[config.mk]
export PLATFORM = sky130hd
export DESIGN_NAME = my_micro_sequencer
export DESIGN_NICKNAME = d
export VERILOG_FILES = /design/src/rtl/my_micro_sequencer.sv
export SDC_FILE = /design/constraint.sdc
export NUM_CORES = 1
export LEC_CHECK = 0
export CORE_MARGIN = 4
export CORE_UTILIZATION = 61
export CTS_CLUSTER_SIZE = 30
export DETAILED_ROUTE_END_ITERATION = 8
export GPL_TIMING_DRIVEN = 0
export PLACE_DENSITY_LB_ADDON = 0.1
export SLEW_MARGIN = 40
export SYNTH_ARGS = -nofsm -noshare
export SYNTH_HDL_FRONTEND = slang
export SYNTH_SLANG_ARGS = --single-unit
export TNS_END_PERCENT = 30
[constraint.sdc]
create_clock -name clk -period 2.99 [get_ports clk]
set_clock_uncertainty 0.1 [all_clocks]
set_input_delay 0.897 -clock clk [delete_from_list [all_inputs] [get_ports clk]]
set_output_delay 0.897 -clock clk [all_outputs]
set_load 0.005 [all_outputs]
[src/rtl/my_micro_sequencer.sv]
// Program sequencer for my_micro: 16-word program store, one fetch per cycle,
// jump/conditional branch on flag_cmp, halt/stop, and a run watchdog.
//
//  state  | meaning
//  IDLE   | after reset; store writable, waiting for start
//  RUN    | fetching/decoding one word per cycle
//  HALT   | stopped by HALT word, stop or watchdog; store writable, start re-runs
module my_micro_sequencer #(
    parameter int         DEPTH      = 16,
    parameter logic [7:0] NOP_INSTR  = 8'h30,
    parameter int         MAX_CYCLES = 255
) (
    input  logic        clk,
    input  logic        rst,
    input  logic        prog_we,
    input  logic [3:0]  prog_addr,
    input  logic [11:0] prog_data,
    input  logic        start,
    input  logic        stop,
    input  logic [2:0]  flag_cmp,
    output logic [7:0]  instruction,
    output logic [3:0]  pc,
    output logic        busy,
    output logic        halted,
    output logic        timeout
);

    typedef enum logic [1:0] {
        S_IDLE,
        S_RUN,
        S_HALT
    } state_t;

    localparam logic [3:0] C_JMP  = 4'b0001;
    localparam logic [3:0] C_JGT  = 4'b0010;
    localparam logic [3:0] C_JEQ  = 4'b0011;
    localparam logic [3:0] C_JLT  = 4'b0100;
    localparam logic [3:0] C_HALT = 4'b1111;
    localparam logic [7:0] WD_LAST = 8'(MAX_CYCLES - 1);

    state_t      state;
    logic [11:0] mem [DEPTH];
    logic [7:0]  cycle_cnt;

    logic [11:0] word;
    logic [3:0]  ctrl;
    logic        is_branch;
    logic        branch_hit;
    logic        cm_pending;

    always_comb begin
        word       = mem[pc];
        ctrl       = word[11:8];
        is_branch  = 1'b0;
        branch_hit = 1'b0;
        case (ctrl)
            C_JGT: begin is_branch = 1'b1; branch_hit = flag_cmp[2]; end
            C_JEQ: begin is_branch = 1'b1; branch_hit = flag_cmp[1]; end
            C_JLT: begin is_branch = 1'b1; branch_hit = flag_cmp[0]; end
            default: ;
        endcase
        // flag_cmp is stale while a compare (CM/CMI) sits on the instruction bus
        cm_pending = (instruction[7:4] == 4'h7) || (instruction[7:4] == 4'hF);
    end

    assign busy   = (state == S_RUN);
    assign halted = (state == S_HALT);

    always_ff @(posedge clk or negedge rst) begin
        if (!rst) begin
            state       <= S_IDLE;
            pc          <= 4'd0;
            instruction <= NOP_INSTR;
            timeout     <= 1'b0;
            cycle_cnt   <= 8'd0;
            for (int i = 0; i < DEPTH; i++) mem[i] <= 12'h000;
        end else begin
            instruction <= NOP_INSTR;
            case (state)
                S_IDLE, S_HALT: begin
                    if (prog_we) mem[prog_addr] <= prog_data;
                    if (start) begin
                        state     <= S_RUN;
                        pc        <= 4'd0;
                        cycle_cnt <= 8'd0;
                        timeout   <= 1'b0;
                    end
                end
                S_RUN: begin
                    cycle_cnt <= cycle_cnt + 8'd1;
                    if (stop) begin
                        state <= S_HALT;
                    end else if (cycle_cnt == WD_LAST) begin
                        state   <= S_HALT;
                        timeout <= 1'b1;
                    end else if (ctrl == C_HALT) begin
                        state <= S_HALT;
                    end else if (ctrl == C_JMP) begin
                        pc <= word[3:0];
                    end else if (is_branch) begin
                        if (!cm_pending) pc <= branch_hit ? word[3:0] : pc + 4'd1;
                    end else begin
                        instruction <= word[7:0];
                        pc          <= pc + 4'd1;
                    end
                end
                default: state <= S_IDLE;
            endcase
        end
    end

endmodule
==> run_results.csv <==
group,metric,value,unit
run_status,status,"finished clean",
global_route,grt_max_degree,78,
clocking,clock_latency,0.51,ns
sta,period_needed,2.98,ns
clocking,cts_tree,"done",
worst_setup_path,r2r_start,"pc[0]",
clocking,clk_pin_slew_worst_paths,0.06,ns
logic_synthesis,yosysUniqueCellTypes,49,
clocking,cts_sinks,215,
clocking,htreeDepth,1,
worst_setup_path,reg2reg_depth,9,
worst_setup_path,worst_path_max_delay_cell,"mux4_2",
floorplanning,dieArea,18400,sq um
finish,antenna_cells,0,
sta,finalSetupViolCount,0,
worst_setup_path,crit_path_end_kind,"flip-flop",
worst_setup_path,r2r_slack,0.006,ns
worst_setup_path,endpoint,"pc[3]",
floorplanning,rows,46,
flow_run,maxCapViolCount,0,
logic_synthesis,synthCells,698,
sta,slew_violations,0,
detailed_routing,via_count,6316,
detailed_routing,drt_iter0_drc,516,
finish,final_cell_area,11500,sq um
sta,tightest_slew,0.899,ns
logic_synthesis,synth_seq_cells,215,
floorplanning,start_util,0.624,
detailed_routing,firstDrtPassIters,5,
finish,multi_input_area,4400,sq um
sta,maxSlewHeadroom,0.401,
logic_synthesis,synth_top_area_frac,0.536,
global_route,grt_pass1_vias,6717,
logic_synthesis,netlist_top_cells_area,"dfrtp_1, mux2_2, mux4_2",
finish,area_growth,16.0,%
place,hpwl,15.9,mm
finish,layout_commonest_cell,"dfrtp_1",
finish,mostFrequentLayoutCells,"dfrtp_1, mux2_2, mux2i_1",
power,p_leak,4.99,nW
worst_setup_path,worstPathCellList,"buf_6 -> mux4_2 -> mux4_2 -> a21oi_4 -> a21boi_4 -> o32ai_4 -> buf_12 -> mux2i_1 -> o221ai_1",
global_route,overflow,0,
finish,regArea,5380,sq um
place,port_buffers,38,
worst_setup_path,slowest_delay,0.60,ns
worst_setup_path,crit_start,"pc[0]",
global_route,antenna_found_initial,0,
finish,fillers,1081,
global_route,grt_pass1_wl,38.0,mm
hold_path,hold_path.class,"in2async",
finish,nNetsFinal,796,
floorplanning,die_h,136,microns
worst_setup_path,required,3.26,ns
finish,drive_gt1_frac,0.402,
floorplanning,core_area,15900,sq um
power,vdd_ir_drop_max,549,uV
logic_synthesis,yosysTopAreaCell,"dfrtp_1",
logic_synthesis,syn_area,9940,sq um
clocking,clock_path_buffers,3,
logic_synthesis,syn_nets,725,
worst_setup_path,crit_type,"reg2reg",
logic_synthesis,yosysWarnings,0,
logic_synthesis,yosysSeqAreaShare,0.541,
sta,rsz0062_at_grt,"true",
worst_setup_path,cp-start-kind,"flip-flop",
detailed_routing,drcViolationCount,0,
power,total_power,11.1,mW
sta,clock.fmax,335,MHz
worst_setup_path,arrival,3.25,ns
sta,finalHoldViolCount,0,
logic_synthesis,syn_area_per_cell,14.2,sq um
logic_synthesis,synth-edff-count,0,
worst_setup_path,regToRegEndpoint,"pc[3]",
floorplanning,ioPinCount,39,
worst_setup_path,path_common_cell,"mux4_2",
detailed_routing,wl,24.4,mm
global_route,grt_usage,0.274,
detailed_routing,via_per_inst,6.32,
floorplanning,die_w,136,microns
logic_synthesis,synthFlopType,"dfrtp_1",
logic_synthesis,ys_async_sr_fraction,1.00,
place,routabilityCongestion,0.821,
place,dpl_cell_area,10700,sq um
power,power_density,961,nW/um^2
worst_setup_path,path_max_fanout,7,
detailed_routing,ant_nets,0,
sta,period_share,0.998,
clocking,cts-root-buf,"clkbuf_16",
clocking,numCtsBuffers,23,
detailed_routing,avgRoutedWirePerCell,24.4,microns
[power breakdown]
group | leakage, nW | switching, mW | internal (mW)
clock | 0.348 | 1.10 | 1.57
combinational | 1.91 | 1.90 | 2.11
sequential | 2.73 | 0.551 | 3.86
[sequential cells by signal (all words and copies together), names as in the netlist]
name and count:
pc 4, state 2, cycle_cnt 8, timeout 1, mem 192, instruction 8
[cells in the mapped netlist (5+ instances only)]
cell type,instances
a21oi_1,7
clkbuf_1,33
mux4_2,28
nand3_1,9
nand2_1,30
o221ai_1,14
inv_1,8
nor2_1,10
mux2_2,192
o22ai_1,8
a221oi_1,6
buf_2,8
dfrtp_1,213
mux2i_1,46
o21ai_0,12
nand4_1,5
nor2b_1,11
[per-layer routing]
| layer | up-vias | track usage | wire, microns |
|---|---|---|---|
| met3 | 51 | 0.0416 | 1250 |
| met1 | 3317 | 0.369 | 10000 |
| met2 | 207 | 0.470 | 12400 |
| met4 | 0 | 0.0745 | 694 |
| li1 | 2741 | - | - |
| met5 | - | 0 | 0 |
[cell families (layout without fill, tap and decap cells)]
family | count (synthesis) | after routing | share of synthesized area
AO/OA/AOI/OAI | 69 | 69 | 0.0559
adder cells (fa/ha/maj) | 3 | 3 | 0.00377
AND/OR/NAND/NOR | 87 | 87 | 0.0440
multiplexers | 267 | 267 | 0.330
flip-flops | 215 | 215 | 0.541
buffers and inverters | 56 | 142 | 0.0244
XOR/XNOR | 1 | 1 | 0.000881
[worst min path at each step]
stage	start	end	slack (ns)	depth (start not counted)
after floorplan	cycle_cnt[7]	cycle_cnt[7]	0.35	1
after global placement	cycle_cnt[7]	cycle_cnt[7]	0.38	1
after detailed placement	cycle_cnt[7]	cycle_cnt[7]	0.38	1
after CTS	rst	cycle_cnt[1]	0.27	1
after global routing	rst	cycle_cnt[2]	0.28	1
final	rst	cycle_cnt[5]	0.24	1
[cell type report]
type | count | area share
clock buffers | 37 | 0.0596
flip-flops and latches | 215 | 0.467
well taps | 216 | 0.0234
inverters | 8 | 0.00260
multi-input cells | 427 | 0.381
plain buffers | 46 | 0.0206
clock inverters | 3 | 0.00163
repair buffers | 48 | 0.0445
[critical path, delay by kind of cell, from the launching register on]
| kind | cells | cell delay (ns) |
|---|---|---|
| flops | 1 | 0.39 |
| buf+inv | 2 | 0.33 |
| compound gates | 4 | 0.70 |
| mux | 3 | 1.30 |
[what timing repair did]
item | CTS | global route
buffers inserted | 5 | 3
endpoints found under the setup margin | 14 | 13
pin swaps | 3 | 5
hold buffers | 0 | 0
resized for setup | 17 | 8
[through the flow]
stage	hold WS (ns)	util	setup slack (ns)	cells	TNS, ns
2_1_floorplan	0.351	-	0.275	698	0
3_3_place_gp	0.378	0.665	-7.38	952	-1622.95
3_5_place_dp	0.385	0.669	-0.426	954	-23.14
4_1_cts	0.266	0.720	0.00412	997	0
5_1_grt	0.280	0.724	-0.124	1000	-0.384
6_report	0.241	0.724	0.00648	1000	0
Note: power is estimated with default switching activity, not from simulation.
